--- config.mk ---
export PLATFORM = sky130hd
export DESIGN_NAME = sum_serializer
export DESIGN_NICKNAME = d
export VERILOG_FILES = /design/src/rtl/sum_serializer.sv
export SDC_FILE = /design/constraint.sdc
export NUM_CORES = 1
export LEC_CHECK = 0
export CAP_MARGIN = 25
export CORE_UTILIZATION = 53
export DETAILED_ROUTE_END_ITERATION = 8
export DONT_BUFFER_PORTS = 1
export MAX_ROUTING_LAYER = met4
export PLACE_DENSITY = 0.68
export SLEW_MARGIN = 20
export SYNTH_ARGS = -nofsm -noshare
export SYNTH_HDL_FRONTEND = slang
export SYNTH_SLANG_ARGS = --single-unit
--- constraint.sdc ---
create_clock -name clk -period 2.6 [get_ports clk]
set_clock_uncertainty 0.2 [all_clocks]
set_input_delay 0.39 -clock clk [delete_from_list [all_inputs] [get_ports clk]]
set_output_delay 0.39 -clock clk [all_outputs]
set_load 0.02 [all_outputs]
--- src/rtl/sum_serializer.sv ---
// UART-style serializer: start bit, 8 data bits LSB first, even parity, stop bit.
// A one-deep holding buffer lets the next word follow the current frame with no idle gap.
module sum_serializer #(
    parameter int unsigned CLKS_PER_BIT = 16
) (
    input  logic       clk,
    input  logic       rst_n,
    input  logic       ena,
    input  logic [7:0] in_data,
    input  logic       in_valid,
    output logic       in_ready,
    output logic       tx,
    output logic       busy
);

    typedef enum logic [2:0] {
        StIdle,
        StStart,
        StData,
        StParity,
        StStop
    } state_e;

    localparam logic [7:0] LastCnt = 8'(CLKS_PER_BIT - 1);

    state_e     state_q, state_d;
    logic [7:0] cnt_q, cnt_d;
    logic [2:0] bit_q, bit_d;
    logic [7:0] data_q, data_d;
    logic [7:0] buf_q, buf_d;
    logic       buf_full_q, buf_full_d;
    logic       tx_q, tx_d;

    logic accept;
    logic last_tick;

    assign in_ready  = ~buf_full_q;
    assign accept    = in_valid & in_ready & ena;
    assign last_tick = (cnt_q == LastCnt);
    assign tx        = tx_q;
    assign busy      = (state_q != StIdle) | buf_full_q;

    always_comb begin
        state_d    = state_q;
        cnt_d      = cnt_q;
        bit_d      = bit_q;
        data_d     = data_q;
        buf_d      = buf_q;
        buf_full_d = buf_full_q;
        tx_d       = tx_q;

        if (ena) begin
            if (state_q != StIdle) begin
                cnt_d = last_tick ? 8'd0 : cnt_q + 8'd1;
            end

            // tx_d is the value for the state being entered, so tx stays registered.
            unique case (state_q)
                StIdle: begin
                    if (accept) begin
                        data_d  = in_data;
                        cnt_d   = 8'd0;
                        state_d = StStart;
                        tx_d    = 1'b0;
                    end
                end
                StStart: begin
                    if (last_tick) begin
                        bit_d   = 3'd0;
                        state_d = StData;
                        tx_d    = data_q[0];
                    end
                end
                StData: begin
                    if (last_tick) begin
                        if (bit_q == 3'd7) begin
                            state_d = StParity;
                            tx_d    = ^data_q;
                        end else begin
                            bit_d = bit_q + 3'd1;
                            tx_d  = data_q[bit_q + 3'd1];
                        end
                    end
                end
                StParity: begin
                    if (last_tick) begin
                        state_d = StStop;
                        tx_d    = 1'b1;
                    end
                end
                StStop: begin
                    if (last_tick) begin
                        if (buf_full_q) begin
                            data_d     = buf_q;
                            buf_full_d = 1'b0;
                            state_d    = StStart;
                            tx_d       = 1'b0;
                        end else if (accept) begin
                            data_d  = in_data;
                            state_d = StStart;
                            tx_d    = 1'b0;
                        end else begin
                            state_d = StIdle;
                            tx_d    = 1'b1;
                        end
                    end
                end
                default: begin
                    state_d = StIdle;
                    tx_d    = 1'b1;
                end
            endcase

            // A word arriving exactly at the end of STOP goes straight to the shifter instead.
            if (accept && (state_q != StIdle) && !((state_q == StStop) && last_tick)) begin
                buf_d      = in_data;
                buf_full_d = 1'b1;
            end
        end
    end

    always_ff @(posedge clk or negedge rst_n) begin
        if (!rst_n) begin
            state_q    <= StIdle;
            cnt_q      <= 8'd0;
            bit_q      <= 3'd0;
            data_q     <= 8'd0;
            buf_q      <= 8'd0;
            buf_full_q <= 1'b0;
            tx_q       <= 1'b1;
        end else begin
            state_q    <= state_d;
            cnt_q      <= cnt_d;
            bit_q      <= bit_d;
            data_q     <= data_d;
            buf_q      <= buf_d;
            buf_full_q <= buf_full_d;
            tx_q       <= tx_d;
        end
    end

endmodule

; Word level (Yosys, flattened, before mapping)
; Cells that the tools add are included.
[classes]
n_addsub = 2
magnitude_cmp = 1
n_eq_ne = 13
n_mux = 35
bitwise = 4
n_reduce_logical = 17
[ops]
columns = cell, count
row1 = 8-bit 2-to-1 mux, 7
row2 = 3-bit 2-to-1 mux, 9
row3 = 8-bit case mux with 2 select lines, 1
row4 = 3-bit case mux with 5 select lines, 1
row5 = 1-bit 2-to-1 mux, 14
row6 = 2-bit inequality test (second input constant), 7
row7 = 8-bit by 1-bit adder with 8-bit output (second input constant), 1
row8 = 8-bit by 4-bit == test with 1-bit output (second input constant), 1
row9 = 2-bit nonzero test, 4
row10 = 8-bit XOR reduction, 1
row11 = 7-bit AND reduction, 1
row12 = 3-bit by 2-bit == test with 1-bit output (second input constant), 2
row13 = 3-bit == test (second input constant), 2
row14 = 3-bit case mux with 2 select lines, 1
row15 = 3-bit AND reduction, 2
row16 = 6-bit AND reduction, 1
row17 = 1-bit case mux with 5 select lines, 1
row18 = 5-bit AND reduction, 1
row19 = 3-bit by 4-bit < comparator with 1-bit output (second input constant), 1
row20 = 3-bit by 1-bit adder with 3-bit output (second input constant), 1
row21 = 1-bit binary-select mux with 3-bit select, 1
row22 = 3-bit by 1-bit == test with 1-bit output (second input constant), 1
row23 = 1-bit logical AND, 3
row24 = 3-bit zero test, 1
row25 = other kinds (6), 7
[word_totals]
ff_bits = 32

; Longest topological paths before layout
[depth]
word_depth = 7
depth_mapped = 7
ltp_nobuf = 6

; Worst setup path after synthesis
; Ideal clock, no wire load.
[synth_path]
path_type = reg2reg
startpoint = register cnt_q[0]
endpoint = register bit_q[0]
setup_ps = 125
arrival_time_ps = 1749
path_slack_ps = 527
path_stages_with_launch = 6
period_less_slack_ps = 2073
path_cell_list = dfrtp_1 ha_1 nand3_1 nand2b_1 or4b_4 mux2_2
[synth_via]
elab_chain_len = 3
word_cells_on_any_way = 4
[synth_rtl]
columns = element, line
row1 = from (decl), 27  ; logic [7:0] cnt_q, cnt_d;
row2 = from (signal assigned), 133  ; cnt_q <= cnt_d;
row3 = 8-bit by 4-bit == test with 1-bit output *, 39  ; assign last_tick = (cnt_q == LastCnt);
row4 = 2-bit inequality test (no source line), --
row5 = 5-bit AND reduction (no source line) *, --
row6 = to (signal assigned), 134  ; bit_q <= bit_d;
row7 = to (decl), 28  ; logic [2:0] bit_q, bit_d;
; Every way passes the cells marked *; elsewhere a longest branch is shown, timed or not.
; A chain may end at the register's enable or synchronous reset.

; Worst setup path after layout
[layout_path]
startpoint = register bit_q[0]
endpoint = register bit_q[2]
[layout_via]
elab_chain_len = 4
word_cells_on_any_way = 7
[layout_rtl]
columns = element, line
row1 = 3-bit by 1-bit adder with 3-bit output, 80  ; bit_d = bit_q + 3'd1;
row2 = 3-bit 2-to-1 mux, 76  ; if (bit_q == 3'd7) begin
row3 = 3-bit 2-to-1 mux, 75  ; if (last_tick) begin
row4 = 3-bit case mux with 2 select lines, 58  ; unique case (state_q)
; Parallel ways exist; a longest one is shown, timed or not. The select of a mux whose other input is x is not followed.

==> qor.yml <==
status: "completed"
synth_area_per_cell_um2: 10.42
cts.clk_slew.worst_paths_ns: 0.11
critPathSlowestCell: "or4b_4"
yosys-top-cells-area: "dfrtp_1, mux2_2, a2bb2oi_1"
power_density_nw_per_um2: 1044
cp_common_cell: "ha_1"
setup_viol: 0
synthMuxAreaShare: 0.08973
overflow: 0
rsz0062_at_grt: "no"
synth_top_area_cell: "dfrtp_1"
synth_edf_count: 0
fin_ws_ns: 0.2985
power.leakage_nw: 0.7856
nFillCells: 268
hold_path_class: "input pin to flip-flop"
clk_latency_ns: 0.35
synth.ff_latch_count: 32
path_max_fanout: 8
postLayoutCoreUtil: 0.6305
crit_path_end_kind: "flip-flop"
layout.cells.most_common_list: "dfrtp_1, o21ai_0, mux2_2, o22ai_1, nand2_1"
worst_slew_pin_slew_ns: 0.4832
pwr-share-clk: 0.185
drcViolationCount: 0
synthSimpleGateAreaFrac: 0.1454
startpoint_type: "flip-flop"
synth-xor-area-share: 0.04052
ioPinCount: 15
fin_cells: 222
ant_nets: 0
rows: 20
initial_core_util: 0.5618
fin_crit_ns: 2.302
grtUsageTotal: 0.2466
num_antenna_cells: 0
syn-cell-area_um2: 1729
synth_flop_cell: "dfrtp_1"
max_freq_ghz: 0.4345
cts_tree: "yes"
drive_above_1_share: 0.1685
cts_resized: 0
crit_type: "flip-flop to flip-flop"
ys_seq_area_frac: 0.4638
synthToLayoutAreaGrowth_pct: 12.23
drv_slew: 0
die_width_um: 59.12
nets: 192
synth_warnings: 0
min_period_over_period: 0.8852
ir_drop_v: 0.0005908
drt-initial-drc-count: 111
wl_per_cell_um: 15.63
core-area_um2: 3078
cpPeakStageDelay_ns: 0.56
crit_required_ns: 2.62
htreeDepth: 2
hold_slack_ns: 0.01212
grt_pass1_vias: 1317
die_area_um2: 3495
first_pass_iters: 4
hold_buffers: 10
fin_setup_tns_ns: 0
synth_top_family_by_area: "compound AO/OA/AOI/OAI gates"
cts_sinks: 32
syn_inst: 166
seqPwrFrac: 0.434
hpwlAfterDp_mm: 2.428
gp_congestion: 0.8644
stdcell_area_um2: 1941
cts_buffers: 5
synth_cell_types: 41
synth_fa_ha_area_frac: 0.02171
async_flop_share: 1.000
cts_buffer_depth: 2
layout_commonest_cell: "dfrtp_1"
grt_max_degree: 33
critPathArrivalTime_ns: 2.32
grt_first_pass_wirelength_mm: 6.058
place_area_um2: 1754
crit_chain: "ha_1 -> ha_1 -> nor3_1 -> a21oi_1 -> or4b_4 -> mux2_2"
via_count: 1342
switching_share: 0.3707
detail_route.wirelength_mm: 3.470
synthesis.nets: 181
portBuffers: 0
p_sw_mw: 0.7511
die_y_um: 59.12
fin_total_pwr_mw: 2.026
pwr-share-comb: 0.381
final-hold-violation-count: 0
place_inst: 204
cts_root_buffer: "clkbuf_4"
synth-compound-area-share: 0.2127
viasPerCell: 6.045
dp_slack_ns: 0.3039
p_int_mw: 1.275
maxCapViolations: 0
slew_headroom: 0.6765
yosys.area.top_type_share: 0.4486
cts_setup_buffers: 0
grt_antenna_before_repair: 0
==> synthesized netlist by cell type (2+ instances only) <==
master and number:
dfrtp_1 31, o21ai_0 14, mux2_2 12, nand2_1 10
o22ai_1 10, a2bb2oi_1 8, nor2_1 7, xnor2_1 7
a21oi_1 6, a31oi_1 5, nor2b_1 5, and3_1 4
nand3_1 4, nor3_1 4, buf_2 3, clkbuf_1 3
ha_1 3, inv_1 2, mux2i_1 2, nand2b_1 2
nand3b_1 2, o21ai_2 2, o41ai_1 2
==> critical path: cells and delay by family, from the launching register on <==
| kind | cells | cell delay [ns] |
|---|---|---|
| AOI/OAI and AO/OA | 1 | 0.06 |
| adders and majority gates | 2 | 0.46 |
| DFF | 1 | 0.49 |
| muxes | 1 | 0.29 |
| and+or+nand+nor | 2 | 0.70 |
==> flip-flops by register name, summed over array words and instances, names as in the netlist <==
| signal | count |
|---|---|
| buf_q | 8 |
| cnt_q | 8 |
| data_q | 8 |
| bit_q | 3 |
| state_q | 3 |
| buf_full_q | 1 |
| tx | 1 |
==> metal layers <==
metal	part of all wire	global-route usage	wire length (µm)	up-vias
li1	-	-	-	645
met1	0.43	0.2910	1504	657
met2	0.50	0.3961	1737	33
met3	0.053	0.08297	184	7
met4	0.013	0.08163	44	0
met5	0	-	0	-
==> cells by family (layout without fill, tap and decap cells) <==
kind of cell               Yosys count  in the layout
adders and majority gates            3              3
AOI/OAI and AO/OA                   54             54
and+or+nand+nor                     46             46
muxes                               14             14
DFF                                 32             32
xor gates and xnor gates             8              8
buffers and inverters                9             21
==> power groups by stage <==
stage	combinational [mW]	clock, mW	sequential (mW)
final	0.772	0.375	0.879
after global routing	0.872	0.409	0.915
after CTS	0.777	0.380	0.877
after detailed placement	0.751	0	0.889
after global placement	0.733	0	0.880
after floorplan	0.696	0	0.809
==> final timing paths <==
| kind | endpoint | from | slack (ns) | cells after the start |
|---|---|---|---|---|
| max | bit_q[2] | bit_q[0] | 0.30 | 6 |
| min | cnt_q[2] | ena | 0.01 | 2 |
| max reg2reg | bit_q[2] | bit_q[0] | 0.30 | 6 |
| min in group asynchronous | cnt_q[2] | rst_n | 0.26 | 2 |
| min reg2reg | buf_q[5] | buf_q[5] | 0.32 | 1 |
| max in group asynchronous | tx | rst_n | 1.67 | 2 |
==> cell type report <==
| cell class | count | area, µm² | area share |
|---|---|---|---|
| multi-input combinational | 125 | 882.1 | 0.4545 |
| sequential | 32 | 802.0 | 0.4133 |
| timing repair buffer | 11 | 117.6 | 0.06061 |
| tap | 44 | 55.05 | 0.02837 |
| clock buffer | 6 | 41.29 | 0.02128 |
| clock inverter | 2 | 35.03 | 0.01805 |
| inverter | 2 | 7.507 | 0.003868 |
(Power assumes the default switching activity.)
